**src/rtl/uart_rx_bit_sampler.sv**
```systemverilog
// ---------------------------------------------------------------------------
// uart_rx_bit_sampler
//
// Receive-side oversampling sequencer for a UART. It watches the synchronised
// serial line for a start edge, counts oversample ticks from the baud-rate
// enable and produces one registered strobe per frame bit (start, data, stop)
// with the sampled value, the bit position and the frame status.
//
// Optional feature (compile-time macro): UART_RX_MAJORITY_EN
//   When defined, each bit is taken as the 2-of-3 majority of the line at
//   phases SAMPLE_POINT-1, SAMPLE_POINT and SAMPLE_POINT+1, and is decided on
//   the SAMPLE_POINT+1 tick. When undefined, the line is sampled once at
//   phase SAMPLE_POINT.
//
// Ports:
//   CLK        in   system clock, rising edge
//   RST        in   synchronous active-high reset
//   UART_CE    in   oversample tick, one CLK wide
//   RXD        in   synchronised serial input, idle high
//   RXCT_R     in   synchronous abort/clear from RX control
//   RX_CE      out  one-cycle strobe: a bit has been sampled
//   RX_BIT     out  sampled bit value, valid with RX_CE
//   BIT_IDX    out  frame position: 0=start, 1..DATA_BITS=data, DATA_BITS+1=stop
//   BUSY       out  high whenever the sequencer is not idle
//   START_ERR  out  one-cycle pulse on a false start
//   FRAME_DONE out  one-cycle pulse with the stop-bit strobe
//   FRAME_ERR  out  one-cycle pulse with FRAME_DONE when the stop bit was 0
// ---------------------------------------------------------------------------
module uart_rx_bit_sampler #(
    parameter int OVERSAMPLE   = 16,
    parameter int SAMPLE_POINT = 7,
    parameter int DATA_BITS    = 8
) (
    input  logic                           CLK,
    input  logic                           RST,
    input  logic                           UART_CE,
    input  logic                           RXD,
    input  logic                           RXCT_R,
    output logic                           RX_CE,
    output logic                           RX_BIT,
    output logic [$clog2(DATA_BITS+2)-1:0] BIT_IDX,
    output logic                           BUSY,
    output logic                           START_ERR,
    output logic                           FRAME_DONE,
    output logic                           FRAME_ERR
);

    localparam int CW = $clog2(OVERSAMPLE);
    localparam int IW = $clog2(DATA_BITS + 2);

    localparam logic [CW-1:0] CNT_LAST = CW'(OVERSAMPLE - 1);
`ifdef UART_RX_MAJORITY_EN
    localparam logic [CW-1:0] EARLY_PT  = CW'(SAMPLE_POINT - 1);
    localparam logic [CW-1:0] MID_PT    = CW'(SAMPLE_POINT);
    localparam logic [CW-1:0] DECIDE_PT = CW'(SAMPLE_POINT + 1);
`else
    localparam logic [CW-1:0] DECIDE_PT = CW'(SAMPLE_POINT);
`endif
    localparam logic [IW-1:0] LAST_DATA_IDX = IW'(DATA_BITS);
    localparam logic [IW-1:0] STOP_IDX      = IW'(DATA_BITS + 1);

    typedef enum logic [1:0] {
        IDLE,
        START,
        DATA,
        STOP
    } state_t;

    state_t        state_q;
    logic [CW-1:0] cnt_q;
    logic [CW-1:0] cnt_d;
    logic [IW-1:0] dataIdx_q;
    logic [IW-1:0] bitIdx_q;
    logic          rxCe_q;
    logic          rxBit_q;
    logic          busy_q;
    logic          startErr_q;
    logic          frameDone_q;
    logic          frameErr_q;
    logic          sampleBit;

    // Phase counter advance: wraps at the end of the bit period with no
    // saturation, so consecutive decision ticks are exactly one bit apart.
    assign cnt_d = (cnt_q == CNT_LAST) ? '0 : cnt_q + 1'b1;

`ifdef UART_RX_MAJORITY_EN
    logic early_q;
    logic mid_q;

    // Capture the line on the two ticks before the decision tick; the third
    // vote is the live line on the decision tick itself. In IDLE the counter
    // sits at 0, so with SAMPLE_POINT=1 the early vote is the start-edge tick.
    always_ff @(posedge CLK) begin
        if (RST || RXCT_R) begin
            early_q <= 1'b0;
            mid_q   <= 1'b0;
        end else if (UART_CE) begin
            if (cnt_q == EARLY_PT) begin
                early_q <= RXD;
            end
            if (cnt_q == MID_PT) begin
                mid_q <= RXD;
            end
        end
    end

    assign sampleBit = (early_q & mid_q) | (early_q & RXD) | (mid_q & RXD);
`else
    assign sampleBit = RXD;
`endif

    // Main sequencer. Abort shares the reset path so an abort on a decision
    // tick suppresses the strobe. Pulses default low every cycle; BIT_IDX and
    // RX_BIT hold between strobes. STOP returns to IDLE on its own decision
    // tick so the very next tick can detect a new start edge.
    always_ff @(posedge CLK) begin
        if (RST || RXCT_R) begin
            state_q     <= IDLE;
            cnt_q       <= '0;
            dataIdx_q   <= '0;
            bitIdx_q    <= '0;
            rxCe_q      <= 1'b0;
            rxBit_q     <= 1'b0;
            busy_q      <= 1'b0;
            startErr_q  <= 1'b0;
            frameDone_q <= 1'b0;
            frameErr_q  <= 1'b0;
        end else begin
            rxCe_q      <= 1'b0;
            startErr_q  <= 1'b0;
            frameDone_q <= 1'b0;
            frameErr_q  <= 1'b0;
            if (UART_CE) begin
                case (state_q)
                    IDLE: begin
                        cnt_q <= '0;
                        if (!RXD) begin
                            state_q <= START;
                            cnt_q   <= CW'(1);
                            busy_q  <= 1'b1;
                        end
                    end
                    START: begin
                        cnt_q <= cnt_d;
                        if (cnt_q == DECIDE_PT) begin
                            if (sampleBit) begin
                                startErr_q <= 1'b1;
                                state_q    <= IDLE;
                                cnt_q      <= '0;
                                busy_q     <= 1'b0;
                            end else begin
                                rxCe_q    <= 1'b1;
                                rxBit_q   <= 1'b0;
                                bitIdx_q  <= '0;
                                dataIdx_q <= IW'(1);
                                state_q   <= DATA;
                            end
                        end
                    end
                    DATA: begin
                        cnt_q <= cnt_d;
                        if (cnt_q == DECIDE_PT) begin
                            rxCe_q   <= 1'b1;
                            rxBit_q  <= sampleBit;
                            bitIdx_q <= dataIdx_q;
                            if (dataIdx_q == LAST_DATA_IDX) begin
                                state_q <= STOP;
                            end else begin
                                dataIdx_q <= dataIdx_q + 1'b1;
                            end
                        end
                    end
                    STOP: begin
                        cnt_q <= cnt_d;
                        if (cnt_q == DECIDE_PT) begin
                            rxCe_q      <= 1'b1;
                            rxBit_q     <= sampleBit;
                            bitIdx_q    <= STOP_IDX;
                            frameDone_q <= 1'b1;
                            frameErr_q  <= ~sampleBit;
                            state_q     <= IDLE;
                            cnt_q       <= '0;
                            busy_q      <= 1'b0;
                        end
                    end
                    default: begin
                        state_q <= IDLE;
                        cnt_q   <= '0;
                        busy_q  <= 1'b0;
                    end
                endcase
            end
        end
    end

    assign RX_CE      = rxCe_q;
    assign RX_BIT     = rxBit_q;
    assign BIT_IDX    = bitIdx_q;
    assign BUSY       = busy_q;
    assign START_ERR  = startErr_q;
    assign FRAME_DONE = frameDone_q;
    assign FRAME_ERR  = frameErr_q;

endmodule

```
**config.mk**
```make
export PLATFORM = sky130hd
export DESIGN_NAME = uart_rx_bit_sampler
export DESIGN_NICKNAME = d
export VERILOG_FILES = /design/src/rtl/uart_rx_bit_sampler.sv
export SDC_FILE = /design/constraint.sdc
export NUM_CORES = 1
export LEC_CHECK = 0
export ABC_AREA = 1
export CORE_ASPECT_RATIO = 1.2
export CORE_UTILIZATION = 33
export DETAILED_ROUTE_END_ITERATION = 8
export HOLD_SLACK_MARGIN = 0.1
export PLACE_DENSITY = 0.64
export SLEW_MARGIN = 20
export SYNTH_ARGS = -nofsm -noshare
export SYNTH_HDL_FRONTEND = slang
export SYNTH_SLANG_ARGS = --single-unit
```
**constraint.sdc**
```tcl
create_clock -name CLK -period 1.3 [get_ports CLK]
set_input_delay 0.13 -clock CLK [delete_from_list [all_inputs] [get_ports CLK]]
set_output_delay 0.13 -clock CLK [all_outputs]
set_load 0.05 [all_outputs]
```
==> metrics.json, run 1 <==
{
  "layout-area-overhead-vs-synth": {"value": 51.0, "unit": "%"},
  "finalHoldViolations": {"value": 0},
  "clock-root-buffer": {"value": "clkbuf_4"},
  "power.internal": {"value": 783, "unit": "µW"},
  "synth_edf_count": {"value": 0},
  "grt_pass1_wl": {"value": 4.50, "unit": "mm"},
  "synth_seq_area_share": {"value": 36.7, "unit": "%"},
  "grt_use_total": {"value": 16.9, "unit": "%"},
  "met2_length": {"value": 1.41, "unit": "mm"},
  "startpoint_type": {"value": "flop"},
  "place.gp.congestion": {"value": 0.812},
  "cp.required": {"value": 1.53, "unit": "ns"},
  "via_per_inst": {"value": 4.96},
  "placement.io_buffers": {"value": 14},
  "timing.final.setup_violations": {"value": 0},
  "top_signal_layer_used": {"value": "met4"},
  "hold_ws": {"value": 0.510, "unit": "ns"},
  "critPathMaxFanout": {"value": 3},
  "final_util": {"value": 53.0, "unit": "%"},
  "clk_latency": {"value": 0.30, "unit": "ns"},
  "synth.largest_area_cell": {"value": "dfxtp_1"},
  "vdd_ir_drop_max": {"value": 0.414, "unit": "mV"},
  "path_clk_slew": {"value": 0.11, "unit": "ns"},
  "seq_power_share": {"value": 58.7, "unit": "%"},
  "timing.hold.worst_endpoint": {"value": "state_q[0]"},
  "grt_pass1_vias": {"value": 1075},
  "die_area": {"value": 3540, "unit": "µm²"},
  "fillerInstances": {"value": 293},
  "reg2regPathDepth": {"value": 9},
  "yosys.area.top_type_share": {"value": 36.7, "unit": "%"},
  "drc": {"value": 0},
  "timing.hold.worst.start": {"value": "RST"},
  "max_freq": {"value": 771, "unit": "MHz"},
  "clock_tree.htree_level_count": {"value": 1},
  "r2r_start": {"value": "cnt_q[0]"},
  "drt_first_pass_iters": {"value": 4},
  "timing.clock.skew": {"value": 0.00403, "unit": "ns"},
  "timing_max_transition_violations_final": {"value": 0},
  "hold_class": {"value": "input port to flop"},
  "final_common_cell": {"value": "nand2_1"},
  "row_count": {"value": 22},
  "num-nets-final": {"value": 196},
  "synth.top_cells.by_area": {"value": "dfxtp_1 (37%), nand2_1 (10%), nand3_1 (7.3%)"},
  "layout_cell_share_with_drive_strength_beyond_1": {"value": 39.2, "unit": "%"},
  "hpwl": {"value": 2.13, "unit": "mm"},
  "comb_power_share": {"value": 13.4, "unit": "%"},
  "setup_slack_on_the_worst_flop_to_flop_path": {"value": 0.004, "unit": "ns"},
  "avgSynthCellArea": {"value": 7.47, "unit": "µm²"},
  "met1_length": {"value": 1.12, "unit": "mm"},
  "cts_buffers": {"value": 3},
  "grt_remaining_overflow": {"value": 0},
  "synthesis.instances": {"value": 146},
  "drt_iter0_markers": {"value": 25},
  "sw_frac_of_total": {"value": 25.8, "unit": "%"},
  "synth_cell_type_count": {"value": 24},
  "wl_met3": {"value": 97, "unit": "µm"},
  "critPathArrivalTime": {"value": 1.53, "unit": "ns"},
  "seqCellArea": {"value": 410, "unit": "µm²"},
  "fin_crit_period": {"value": 1.30, "unit": "ns"},
  "dieHeight": {"value": 65.0, "unit": "µm"},
  "outcome": {"value": "finished, final reports clean"},
  "max-clock-path-buffers": {"value": 2},
  "timing.critical_path.to_type": {"value": "flop"},
  "postSynthNetCount": {"value": 154},
  "initial_core_util": {"value": 35.1, "unit": "%"},
  "synth-seq-cells": {"value": 20},
  "power.static_leakage": {"value": 0.645, "unit": "nW"},
  "timing.hold.worst_path_depth": {"value": 4},
  "antenna_found_initial": {"value": 0},
  "cap_viol_max_count": {"value": 0},
  "multi_input_area": {"value": 681, "unit": "µm²"},
  "worst_slew_pin_slew": {"value": 0.285, "unit": "ns"},
  "synth-main-ff-cell": {"value": "dfxtp_1"},
  "insertedDiodeCount": {"value": 0},
  "routed_wire_length_per_instance": {"value": 12.0, "unit": "µm"},
  "routed_wl": {"value": 2.67, "unit": "mm"},
  "slew-limit-headroom": {"value": 81.0, "unit": "%"},
  "cts.sinks": {"value": 20},
  "cts_tree": {"value": "yes"},
  "part_of_the_total_power_dissipated_in_the_clock_network": {"value": 28.0, "unit": "%"},
  "antenna_left": {"value": 0},
  "syn-cell-area": {"value": 1090, "unit": "µm²"},
  "fin_crit_sh": {"value": 99.7, "unit": "%"},
  "worstSetupPathType": {"value": "flop to flop"},
  "asyncSetResetFlopFracSynth": {"value": 0, "unit": "%"},
  "p_sw": {"value": 273, "unit": "µW"},
  "ios": {"value": 15},
  "vias": {"value": 1101},
  "hold_fix_buffer_count_after_cts": {"value": 0},
  "rsz0062_at_grt": {"value": "true"},
  "die_width": {"value": 54.5, "unit": "µm"},
  "grt_max_degree": {"value": 11},
  "synth_warnings": {"value": 0},
  "mostFrequentLayoutCells": {"value": "nand2_1 (29), buf_4 (22), dfxtp_1 (16), nand3_1 (14), a21oi_1 (13)"},
  "power-per-cell-area": {"value": 641, "unit": "nW/µm²"},
  "placeableCoreArea": {"value": 3110, "unit": "µm²"},
  "r2r_end": {"value": "dataIdx_q[2]"}
}
-- worst max-delay path: stages (launching register included) --
cell	delay, ns
dfxtp_4	0.37
ha_4	0.17
nand2_4	0.08
nor2_4	0.04
buf_6	0.11
nor2_4	0.10
inv_1	0.06
nand3_2	0.09
nand2_1	0.06
a21oi_1	0.15
-- power by group through the flow --
stage	clock (mW)	combinational, mW	sequential (mW)
finish	0.295	0.141	0.620
global route	0.322	0.154	0.620
CTS	0.304	0.135	0.623
detailed placement	0	0.131	0.636
global placement	0	0.127	0.636
floorplan	0	0.0676	0.638
-- metal layers --
layer,vias up,track usage [%]
met5,-,0
met4,0,6.73
met3,4,2.58
met2,24,30.2
met1,510,19.1
li1,563,-
-- kinds of logic (layout without fill, tap and decap cells) --
| family | count (synthesis) | after routing | synth area share [%] |
|---|---|---|---|
| AND/OR/NAND/NOR | 83 | 83 | 40.8 |
| AO/OA/AOI/OAI | 23 | 23 | 11.9 |
| flip-flops | 20 | 20 | 36.7 |
| buffers and inverters | 16 | 56 | 6.31 |
| adder cells (fa/ha/maj) | 3 | 3 | 3.44 |
| XOR/XNOR | 1 | 1 | 0.803 |
-- repair_timing --
item | CTS | global route
setup buffers | 3 | 0
pin swaps | 4 | 7
setup endpoints to repair | 18 | 15
gates resized for setup | 14 | 9
-- Yosys cell counts (2+ instances only) --
cell,count
a21oi_1,14
dfxtp_1,20
ha_1,3
inv_1,11
inv_2,2
inv_4,2
nand2_1,29
nand2_2,4
nand2_4,4
nand3_1,16
nand3_2,2
nand4_1,4
nor2_1,16
nor2_2,2
nor2_4,2
nor3_1,2
o21ai_0,4
o21ai_1,3
-- registers in the layout, summed over array words and instances (netlist names), named ones only --
| signal | cells |
|---|---|
| RX_BIT | 1 |
| FRAME_DONE | 1 |
| FRAME_ERR | 1 |
| cnt_q | 4 |
| RX_CE | 1 |
| state_q | 1 |
| dataIdx_q | 4 |
| BUSY | 1 |
| START_ERR | 1 |
| BIT_IDX | 4 |
-- layout make-up --
| cell class | instances | area share (%) |
|---|---|---|
| Clock buffer | 3 | 1.37 |
| Inverter | 15 | 3.72 |
| Tap cell | 36 | 2.73 |
| Timing Repair Buffer | 38 | 26.0 |
| Sequential cell | 20 | 24.9 |
| Multi-Input combinational cell | 110 | 41.3 |
-- through the flow --
stage,TNS [ns],total power [mW],setup slack (ns),area [µm²],cells
global route,-0.976,1.10,-0.110,1650,222
finish,0,1.06,0.00369,1650,222
CTS,-0.135,1.06,-0.0298,1620,222
global placement,-1.82,0.762,-0.220,1530,216
floorplan,0,0.706,0.0181,1100,146
detailed placement,-2.38,0.767,-0.317,1530,216
-- worst max path at each step --
stage	from	end	slack [ns]
floorplan	cnt_q[0]	dataIdx_q[2]	0.02
global placement	RXD	BIT_IDX[2]	-0.22
detailed placement	UART_CE	BUSY	-0.32
CTS	cnt_q[0]	dataIdx_q[2]	-0.03
global route	cnt_q[1]	BIT_IDX[0]	-0.11
finish	cnt_q[0]	dataIdx_q[2]	0.004
Power figures use the tool's default switching activity.
==> inputs of run 2 (changes only) <==
--- a/config.mk
+++ b/config.mk
@@ -11,6 +11,7 @@
 export DETAILED_ROUTE_END_ITERATION = 8
 export HOLD_SLACK_MARGIN = 0.1
 export PLACE_DENSITY = 0.64
+export SKIP_LAST_GASP = 1
 export SLEW_MARGIN = 20
 export SYNTH_ARGS = -nofsm -noshare
 export SYNTH_HDL_FRONTEND = slang
==> run 2 against run 1 <==
  * The flow now finishes with violations (negative setup slack)
  * Global-route usage stayed put
  * Sequential cell count did not move
  * Clock-buffer cell count is the same
  * Setup slack got worse by 0.0043 ns
  * Fmax down 0.33%
  * Die area unchanged
  * Critical endpoint is now BIT_IDX[1]
  * Largest cell class unchanged
  * Largest power group unchanged
  * Highest routed layer unchanged
==> metrics.json, run 2 (synthesis gave the netlist of run 1 again) <==
{
  "drt_first_pass_iters": {"value": 4},
  "timing.hold.worst_endpoint": {"value": "state_q[0]"},
  "hpwl": {"value": 2.13, "unit": "mm"},
  "insertedDiodeCount": {"value": 0},
  "vias": {"value": 1096},
  "outcome": {"value": "finished with violations"},
  "vdd_ir_drop_max": {"value": 0.414, "unit": "mV"},
  "power.static_leakage": {"value": 0.645, "unit": "nW"},
  "timing.clock.skew": {"value": 0.00431, "unit": "ns"},
  "timing.critical_path.to_type": {"value": "flop"},
  "grt_max_degree": {"value": 11},
  "post_dp_cell_area": {"value": 1530, "unit": "µm²"},
  "drc": {"value": 0},
  "power-per-cell-area": {"value": 643, "unit": "nW/µm²"},
  "grt_pass1_wl": {"value": 4.50, "unit": "mm"},
  "fin_crit_sh": {"value": 100, "unit": "%"},
  "worstSetupPathType": {"value": "flop to flop"},
  "die_width": {"value": 54.5, "unit": "µm"},
  "timing.hold.worst.start": {"value": "RST"},
  "placeableCoreArea": {"value": 3110, "unit": "µm²"},
  "timing.final.setup_violations": {"value": 1},
  "antenna_found_initial": {"value": 0},
  "startpoint_type": {"value": "flop"},
  "layout-area-overhead-vs-synth": {"value": 50.8, "unit": "%"},
  "r2r_end": {"value": "BIT_IDX[1]"},
  "rsz0062_at_grt": {"value": "true"},
  "finalHoldViolations": {"value": 0},
  "timing.final.ws_setup": {"value": -0.000583, "unit": "ns"},
  "grt_pass1_vias": {"value": 1077},
  "setup_slack_on_the_worst_flop_to_flop_path": {"value": -0.0006, "unit": "ns"},
  "max_freq": {"value": 769, "unit": "MHz"},
  "die_area": {"value": 3540, "unit": "µm²"},
  "violated_checks": {"value": "negative setup slack"},
  "clock_tree.htree_level_count": {"value": 1},
  "r2r_start": {"value": "cnt_q[1]"},
  "reg2regPathDepth": {"value": 7},
  "antenna_left": {"value": 0},
  "via_per_inst": {"value": 4.94},
  "initial_core_util": {"value": 35.1, "unit": "%"},
  "cts_buffers": {"value": 3},
  "post-route-cell-area": {"value": 1650, "unit": "µm²"},
  "row_count": {"value": 22},
  "place_inst": {"value": 216},
  "num-nets-final": {"value": 196},
  "final_common_cell": {"value": "nand2_1"},
  "grt_remaining_overflow": {"value": 0},
  "cap_viol_max_count": {"value": 0},
  "hold_class": {"value": "input port to flop"},
  "drt_iter0_markers": {"value": 21},
  "max-clock-path-buffers": {"value": 2},
  "placement.io_buffers": {"value": 14},
  "worst_slew_pin_slew": {"value": 0.282, "unit": "ns"},
  "mostFrequentLayoutCells": {"value": "nand2_1 (29), buf_4 (22), dfxtp_1 (16), nand3_1 (14), a21oi_1 (13)"},
  "fin_tns_setup": {"value": -0.000583, "unit": "ns"},
  "final_util": {"value": 52.9, "unit": "%"},
  "place.gp.congestion": {"value": 0.812},
  "final_cells": {"value": 222},
  "layout_cell_share_with_drive_strength_beyond_1": {"value": 39.2, "unit": "%"},
  "dieHeight": {"value": 65.0, "unit": "µm"},
  "hold_fix_buffer_count_after_cts": {"value": 0},
  "fillerInstances": {"value": 293},
  "cts_tree": {"value": "yes"},
  "timing_max_transition_violations_final": {"value": 0},
  "ios": {"value": 15},
  "critPathMaxFanout": {"value": 3},
  "path_clk_slew": {"value": 0.11, "unit": "ns"},
  "cp.required": {"value": 1.55, "unit": "ns"},
  "routed_wl": {"value": 2.66, "unit": "mm"},
  "timing.hold.worst_path_depth": {"value": 4},
  "grt_use_total": {"value": 16.9, "unit": "%"},
  "hold_ws": {"value": 0.508, "unit": "ns"},
  "clk_latency": {"value": 0.30, "unit": "ns"},
  "slew-limit-headroom": {"value": 81.2, "unit": "%"},
  "critPathArrivalTime": {"value": 1.55, "unit": "ns"},
  "routed_wire_length_per_instance": {"value": 12.0, "unit": "µm"},
  "cts.sinks": {"value": 20},
  "clock-root-buffer": {"value": "clkbuf_4"},
  "fin_crit_period": {"value": 1.30, "unit": "ns"}
}
==> run 2: cell type report <==
cell class | count | area (µm²) | share of cell area (%)
Tap cell | 36 | 45.0 | 2.74
Inverter | 15 | 61.3 | 3.73
Clock buffer | 3 | 22.5 | 1.37
Timing Repair Buffer | 38 | 428 | 26.0
Sequential cell | 20 | 408 | 24.8
Multi-Input combinational cell | 110 | 681 | 41.4
==> run 2: repair_timing <==
item | 4_1_cts | 5_1_grt
gates resized for setup | 13 | 9
pin swaps | 4 | 7
setup endpoints to repair | 18 | 15
buffers inserted | 3 | 0
endpoints found under the hold margin | 0 | 0
==> run 2: critical path, cell delays in order, from the launching register on <==
cell and delay (ns):
dfxtp_2 0.37, ha_4 0.17, nand3_2 0.15, nor2_2 0.16, nand2_1 0.10, nor2_2 0.15
nand3_1 0.08, nand2_1 0.07
==> run 2: where the power goes <==
part           internal (mW)  leakage [nW]  switching, mW
clock network          0.108        0.0138          0.188
registers              0.616         0.164        0.00538
logic                 0.0613         0.468         0.0801
==> run 2: metal layers <==
| layer | up-vias | share of wire, % | track usage [%] |
|---|---|---|---|
| met5 | - | 0 | 0 |
| met4 | 0 | 1.4 | 6.73 |
| met3 | 4 | 2.5 | 2.58 |
| met2 | 18 | 53 | 30.2 |
| met1 | 511 | 43 | 19.1 |
| li1 | 563 | - | - |
==> run 2: per-stage QoR <==
| stage | power, mW | setup WS (ns) |
|---|---|---|
| CTS | 1.06 | -0.0370 |
| detailed placement | 0.767 | -0.317 |
| floorplan | 0.706 | 0.0181 |
| finish | 1.06 | -0.000583 |
| global placement | 0.762 | -0.220 |
| global route | 1.10 | -0.109 |
==> run 2: worst max-delay path by stage <==
| stage | start | to | cells past startpoint |
|---|---|---|---|
| 6_report | cnt_q[1] | BIT_IDX[1] | 7 |
| 5_1_grt | cnt_q[1] | BIT_IDX[0] | 6 |
| 4_1_cts | cnt_q[0] | BIT_IDX[1] | 7 |
| 3_5_place_dp | UART_CE | BUSY | 6 |
| 3_3_place_gp | RXD | BIT_IDX[2] | 7 |
| 2_1_floorplan | cnt_q[0] | dataIdx_q[2] | 8 |
